===== config.mk =====
export PLATFORM = sky130hd
export DESIGN_NAME = img_load_ctrl_flat
export DESIGN_NICKNAME = d
export VERILOG_FILES = /design/src/rtl/img_load_ctrl_if.sv /design/src/rtl/img_load_ctrl.sv /design/src/flat_wrapper.sv
export SDC_FILE = /design/constraint.sdc
export NUM_CORES = 1
export LEC_CHECK = 0
export ABC_AREA = 1
export CAP_MARGIN = 20
export CORE_UTILIZATION = 45
export CTS_BUF_LIST = sky130_fd_sc_hd__clkbuf_2
export DETAILED_ROUTE_END_ITERATION = 8
export GPL_ROUTABILITY_DRIVEN = 0
export PLACE_DENSITY = 0.77
export SLEW_MARGIN = 20
export SYNTH_ARGS = -nofsm -noshare
export SYNTH_HDL_FRONTEND = slang
export SYNTH_SLANG_ARGS = --single-unit

===== constraint.sdc =====
create_clock -name i_clk -period 1.5 [get_ports i_clk]
set_input_delay 0.3 -clock i_clk [delete_from_list [all_inputs] [get_ports i_clk]]
set_output_delay 0.3 -clock i_clk [all_outputs]
set_load 0.05 [all_outputs]

===== src/rtl/img_load_ctrl_if.sv =====
// ---------------------------------------------------------------------------
// img_load_ctrl_if
// Groups the image-loader handshake and SRAM bank bus so that the loader,
// its upstream source and the core's bank arbiter share one bundle.
//
//   i_start      request to begin a load (source -> loader)
//   i_in_valid   input byte valid        (source -> loader)
//   i_in_data    input byte              (source -> loader)
//   o_in_ready   loader accepts a byte   (loader -> source)
//   o_bank_cen   per-bank chip enable, active-low  (loader -> banks)
//   o_bank_wen   per-bank write enable, active-low (loader -> banks)
//   o_bank_addr  shared bank address     (loader -> banks)
//   o_bank_d     shared bank write data  (loader -> banks)
//   o_busy       load in progress; core keeps off the banks
//   o_done       one-cycle pulse once the final write has been presented
//
// master: the side feeding the loader (stream source / testbench)
// slave : the loader itself
// ---------------------------------------------------------------------------
interface img_load_ctrl_if #(
    parameter int DATA_W = 8,
    parameter int ADDR_W = 9
);
    logic              i_start;
    logic              i_in_valid;
    logic [DATA_W-1:0] i_in_data;
    logic              o_in_ready;
    logic [3:0]        o_bank_cen;
    logic [3:0]        o_bank_wen;
    logic [ADDR_W-1:0] o_bank_addr;
    logic [DATA_W-1:0] o_bank_d;
    logic              o_busy;
    logic              o_done;

    modport master (
        output i_start, i_in_valid, i_in_data,
        input  o_in_ready, o_bank_cen, o_bank_wen, o_bank_addr, o_bank_d,
               o_busy, o_done
    );

    modport slave (
        input  i_start, i_in_valid, i_in_data,
        output o_in_ready, o_bank_cen, o_bank_wen, o_bank_addr, o_bank_d,
               o_busy, o_done
    );
endinterface


===== src/rtl/img_load_ctrl.sv =====
// ---------------------------------------------------------------------------
// img_load_ctrl
// Upstream loader for the image-processing core. Accepts a 2048-byte image
// (8x8 pixels x 32 channels, raster order x, y, then channel) on a
// valid/ready byte stream and scatters it into four 512x8 single-port SRAM
// banks interleaved by column, so later stages can read a 4-column window in
// one cycle. A one-cycle done pulse hands the banks back to the core.
//
// Ports:
//   i_clk    clock
//   i_rst_n  asynchronous active-low reset
//   bus      img_load_ctrl_if.slave: start / byte stream in, bank write
//            bus, busy and done out
// ---------------------------------------------------------------------------
module img_load_ctrl #(
    parameter int DATA_W  = 8,
    parameter int ADDR_W  = 9,
    parameter int N_BYTES = 2048
) (
    input  logic            i_clk,
    input  logic            i_rst_n,
    img_load_ctrl_if.slave  bus
);

    localparam int         N_W    = $clog2(N_BYTES);
    localparam logic [N_W-1:0] LAST_N = N_W'(N_BYTES - 1);

    typedef enum logic [1:0] {
        S_IDLE  = 2'd0,
        S_LOAD  = 2'd1,
        S_FLUSH = 2'd2,
        S_DONE  = 2'd3
    } state_t;

    state_t            r_state;
    state_t            w_next;
    logic [N_W-1:0]    r_n;
    logic [3:0]        r_cen;
    logic [3:0]        r_wen;
    logic [ADDR_W-1:0] r_addr;
    logic [DATA_W-1:0] r_d;
    logic              w_accept;
    logic              w_last;
    logic              w_start;

    assign w_accept = (r_state == S_LOAD) && bus.i_in_valid;
    assign w_last   = w_accept && (r_n == LAST_N);
    assign w_start  = (r_state == S_IDLE) && bus.i_start;

    // State register.
    always_ff @(posedge i_clk or negedge i_rst_n) begin
        if (!i_rst_n) begin
            r_state <= S_IDLE;
        end else begin
            r_state <= w_next;
        end
    end

    // Next-state logic. FLUSH exists so the write of the final byte is on
    // the bus while busy is still high; DONE is the single-cycle pulse.
    always_comb begin
        w_next = r_state;
        case (r_state)
            S_IDLE:  if (bus.i_start) w_next = S_LOAD;
            S_LOAD:  if (w_last)      w_next = S_FLUSH;
            S_FLUSH: w_next = S_DONE;
            S_DONE:  w_next = S_IDLE;
            default: w_next = S_IDLE;
        endcase
    end

    // Byte index. Wraps to zero after the final accept, which leaves it
    // already cleared for the next load.
    always_ff @(posedge i_clk or negedge i_rst_n) begin
        if (!i_rst_n) begin
            r_n <= '0;
        end else if (w_start) begin
            r_n <= '0;
        end else if (w_accept) begin
            r_n <= r_n + 1'b1;
        end
    end

    // Registered write stage. Bank is x[1:0] = n[1:0]; address packs
    // {c, y, x[2]} = {n[10:6], n[5:3], n[2]}. Address and data hold when idle
    // so the bus only toggles on real writes.
    always_ff @(posedge i_clk or negedge i_rst_n) begin
        if (!i_rst_n) begin
            r_cen  <= 4'hF;
            r_wen  <= 4'hF;
            r_addr <= '0;
            r_d    <= '0;
        end else if (w_accept) begin
            r_cen  <= ~(4'b0001 << r_n[1:0]);
            r_wen  <= ~(4'b0001 << r_n[1:0]);
            r_addr <= {r_n[10:6], r_n[5:3], r_n[2]};
            r_d    <= bus.i_in_data;
        end else begin
            r_cen  <= 4'hF;
            r_wen  <= 4'hF;
        end
    end

    assign bus.o_in_ready  = (r_state == S_LOAD);
    assign bus.o_busy      = (r_state == S_LOAD) || (r_state == S_FLUSH);
    assign bus.o_done      = (r_state == S_DONE);
    assign bus.o_bank_cen  = r_cen;
    assign bus.o_bank_wen  = r_wen;
    assign bus.o_bank_addr = r_addr;
    assign bus.o_bank_d    = r_d;

endmodule


===== src/flat_wrapper.sv =====
// flat-port wrapper written by rule: the top's interface ports become plain ports
module img_load_ctrl_flat 
#(
    parameter int DATA_W  = 8,
    parameter int ADDR_W  = 9,
    parameter int N_BYTES = 2048
)
  (i_clk, i_rst_n, bus_i_start, bus_i_in_valid, bus_i_in_data, bus_o_in_ready, bus_o_bank_cen, bus_o_bank_wen, bus_o_bank_addr, bus_o_bank_d, bus_o_busy, bus_o_done);
  img_load_ctrl_if #(.DATA_W(DATA_W), .ADDR_W(ADDR_W)) bus_i ();
  input  logic i_clk;
  input  logic i_rst_n;
  input wire logic [$bits(bus_i.i_start)-1:0] bus_i_start;
  input wire logic [$bits(bus_i.i_in_valid)-1:0] bus_i_in_valid;
  input wire logic [$bits(bus_i.i_in_data)-1:0] bus_i_in_data;
  output wire logic [$bits(bus_i.o_in_ready)-1:0] bus_o_in_ready;
  output wire logic [$bits(bus_i.o_bank_cen)-1:0] bus_o_bank_cen;
  output wire logic [$bits(bus_i.o_bank_wen)-1:0] bus_o_bank_wen;
  output wire logic [$bits(bus_i.o_bank_addr)-1:0] bus_o_bank_addr;
  output wire logic [$bits(bus_i.o_bank_d)-1:0] bus_o_bank_d;
  output wire logic [$bits(bus_i.o_busy)-1:0] bus_o_busy;
  output wire logic [$bits(bus_i.o_done)-1:0] bus_o_done;
  assign bus_i.i_start = bus_i_start;
  assign bus_i.i_in_valid = bus_i_in_valid;
  assign bus_i.i_in_data = bus_i_in_data;
  assign bus_o_in_ready = bus_i.o_in_ready;
  assign bus_o_bank_cen = bus_i.o_bank_cen;
  assign bus_o_bank_wen = bus_i.o_bank_wen;
  assign bus_o_bank_addr = bus_i.o_bank_addr;
  assign bus_o_bank_d = bus_i.o_bank_d;
  assign bus_o_busy = bus_i.o_busy;
  assign bus_o_done = bus_i.o_done;
  img_load_ctrl #(.DATA_W(DATA_W), .ADDR_W(ADDR_W), .N_BYTES(N_BYTES)) u_core (.i_clk(i_clk), .i_rst_n(i_rst_n), .bus(bus_i));
endmodule

==> impl_results.rst <==
.. list-table::
   :header-rows: 1

   * - Metric
     - Value
   * - Slew @ Worst Pin
     - 0.309 ns
   * - Placement Setup Slack
     - -0.0288 ns
   * - Power per unit of standard cell area
     - 1880 nW/um^2
   * - Final standard cell area without fillers
     - 2500 um^2
   * - Gate count after technology mapping
     - 180
   * - Setup WS post-layout
     - -0.0609 ns
   * - Cell count after placement
     - 266
   * - Hold buffers post-CTS
     - 0
   * - Start-to-end type of the worst setup path
     - flip-flop to primary output
   * - Sink count of the clock tree
     - 34
   * - Clock skew
     - 0.0118 ns
   * - Clock transition at the registers of the reported paths
     - 0.16 ns
   * - Clock latency at the later pin of the worst-skew pair
     - 0.36 ns
   * - Post-Layout Cell Count
     - 280
   * - Routed via count
     - 1341
   * - Req. time, crit path
     - 1.20 ns
   * - Worst setup SP type
     - flip-flop
   * - Maximum number of buffers from clock root to sink
     - 2
   * - DIE WIDTH
     - 61 um
   * - Time the worst path needs with I/O delays and setup
     - 1.56 ns
   * - Global-route wire length before repair
     - 5300 um
   * - Number of top-level design ports
     - 40
   * - Aggregate global-route resource usage
     - 0.197
   * - Area added between synthesis and finish
     - 59.4%
   * - Share of the clock period used by the worst path
     - 1.04
   * - Overall routed net length
     - 3240 um
   * - Fillers
     - 241
   * - Number of H-tree levels
     - 2
   * - Number of iterations in the first detailed-routing pass
     - 4
   * - Worst stage delay on the critical path
     - 0.44 ns
   * - Slew headroom
     - 0.793
   * - Status
     - complete, but fails checks
   * - Setup-failing EPs final
     - 3
   * - Syn Area/Cell
     - 8.70 um^2
   * - Critical path data arrival time
     - 1.26 ns
   * - Count of distinct cell types in the synthesized netlist
     - 23
   * - Antenna violations before repair
     - 0
   * - FF-to-FF setup slack
     - 0.02 ns
   * - Largest net degree at the start of global routing
     - 35
   * - Netlist Area Pre-Place
     - 1570 um^2
   * - Sum of overflow across all layers after global routing
     - 0
   * - Initial Util
     - 0.469
   * - Final antenna-violating net count
     - 0
   * - Worst setup EP type
     - primary output
   * - Synth Warn #
     - 0
   * - Series of cell instances along the critical path
     - buf_6, ha_4, buf_12
   * - Post-detail-place hpwl
     - 2270 um
   * - Clock tree from TritonCTS
     - built
   * - Number of slew-limit violations in the final report
     - 0
   * - IO buf count
     - 39
   * - Worst hold path class
     - input pin to asynchronous set/reset pin
   * - Post-synthesis sequential area ratio
     - 0.546
   * - Violated checks
     - setup timing
   * - Area inside the core boundary
     - 3340 um^2
   * - Vias per std cell
     - 4.79
   * - Detailed-route wire length per cell
     - 11.6 um
   * - DRC violations left
     - 0
   * - Synthesized flop and latch total
     - 34
   * - Achievable frequency
     - 0.641 GHz
   * - Cell Area, Placed
     - 2330 um^2
   * - 1st-iter DRT viols
     - 78
   * - Placement row count
     - 21
   * - Share of post-route cells with drive strength above 1
     - 0.299
   * - Total clock buffers created by CTS
     - 5
   * - Number of nets in the synthesized netlist
     - 201
   * - Max FO, Critical Path
     - 4
   * - Final-stage net count
     - 255
   * - VDD IR-drop max
     - 2020 uV
   * - Number of maximum-capacitance constraint violations
     - 0
   * - Leakage
     - 1.24 nW
   * - Hold Violations, Final
     - 0
   * - Number of global-route vias before repair
     - 1257
   * - Clk Tree Root Cell
     - sky130_fd_sc_hd__clkbuf_2
   * - Total inserted antenna cells
     - 0
   * - Crit-path slowest cell
     - sky130_fd_sc_hd__dfrtp_1
   * - Die area
     - 3720 um^2
   * - Unrepaired setup endpoints after global routing
     - true
   * - Die boundary height
     - 61 um
[what timing repair did]
item	4_1_cts	5_1_grt
setup endpoints to repair	3	12
resized for setup	6	7
pin swaps	1	1
cloned	0	0
setup buffers	3	4
[where the power goes]
group / leakage [nW] / internal (W) / switching, W
logic: 0.759 / 0.00133 / 0.00144
registers: 0.442 / 0.00114 / 0.000235
clock network: 0.0365 / 0.000269 / 0.000281
[layout make-up]
type,count,area [um^2],share of cell area
Sequential cell,34,856,0.343
Timing Repair Buffer,55,811,0.325
Multi-Input combinational cell,123,656,0.263
Inverter,15,58.8,0.0235
Tap cell,46,57.6,0.0230
Clock inverter,2,33.8,0.0135
Clock buffer,5,25.0,0.0100
[metrics by stage]
step	total power, W	hold WS (ns)	TNS, ns	util
floorplan	0.00269	0.00441	0	-
global placement	0.00385	0.495	0	0.699
detailed placement	0.00390	0.501	-0.0801	0.699
CTS	0.00461	0.284	-0.151	0.732
global route	0.00498	0.286	-0.430	0.748
finish	0.00470	0.289	-0.153	0.748
[state kept, by name, summed over array words and instances (netlist names)]
name and cells:
u_core.bus.o_bank_cen 4, u_core.bus.o_bank_d 8, u_core.r_state 2, u_core.bus.o_bank_addr 9, u_core.r_n 11
[synth_stat cells, drive strengths merged]
cell    number  share of area
a211oi       1         0.0048
a21oi        7          0.022
a31oi        1         0.0040
buf          6          0.030
clkbuf       2         0.0048
clkinv       1         0.0024
dfrtp       30           0.48
dfstp        4          0.067
ha           9          0.072
inv         14          0.034
nand2       71           0.17
nand3       10          0.035
nor2        15          0.044
nor3         1         0.0032
o21ai        7          0.022
or2          1         0.0040
[cell usage in the layout, fill, tap and decap left out, drive strengths merged]
cell	count
nand2	71
buf	44
dfrtp	30
nor2	15
inv	14
clkdlybuf4s50	11
nand3	10
ha	9
o21ai	7
a21oi	7
clkbuf	5
dfstp	4
clkinv	2
or2	1
nor3	1
a211oi	1
a31oi	1
bufinv	1
[per-layer routing]
layer / share of wire / GRT usage / wire length [um]
met1: 0.41 / 0.234 / 1330
met2: 0.53 / 0.347 / 1710
met3: 0.048 / 0.0448 / 154
met4: 0.015 / 0.0779 / 48
met5: 0 / 0 / 0
[kinds of logic (layout without fill, tap and decap cells)]
family,count (synthesis),after routing,share of synthesized area
flip-flops,34,34,0.546
adder cells (fa/ha/maj),9,9,0.0719
AO/OA/AOI/OAI,16,16,0.0535
buffers and inverters,23,77,0.0703
AND/OR/NAND/NOR,98,98,0.258
[path summary, 6_finish.rpt]
path                                         from                   endpoint  cells past startpoint
worst max-delay path            u_core.r_state[0]             bus_o_in_ready                      3
worst min-delay path                      i_rst_n     u_core.bus.o_bank_d[6]                      2
worst max register to register  u_core.r_state[0]              u_core.r_n[1]                      7
worst min register to register      u_core.r_n[9]  u_core.bus.o_bank_addr[7]                      2
max in group asynchronous                 i_rst_n   u_core.bus.o_bank_cen[0]                      2
min in group i_clk               bus_i_in_data[3]     u_core.bus.o_bank_d[3]                      3
[critical path, delay by kind of cell, from the launching register on]
| family | cells | cell delay (ns) |
|---|---|---|
| adders and majority gates | 1 | 0.18 |
| buffers and inverters | 2 | 0.30 |
| DFF | 1 | 0.44 |
No activity file was read; power rests on OpenSTA's default activity.
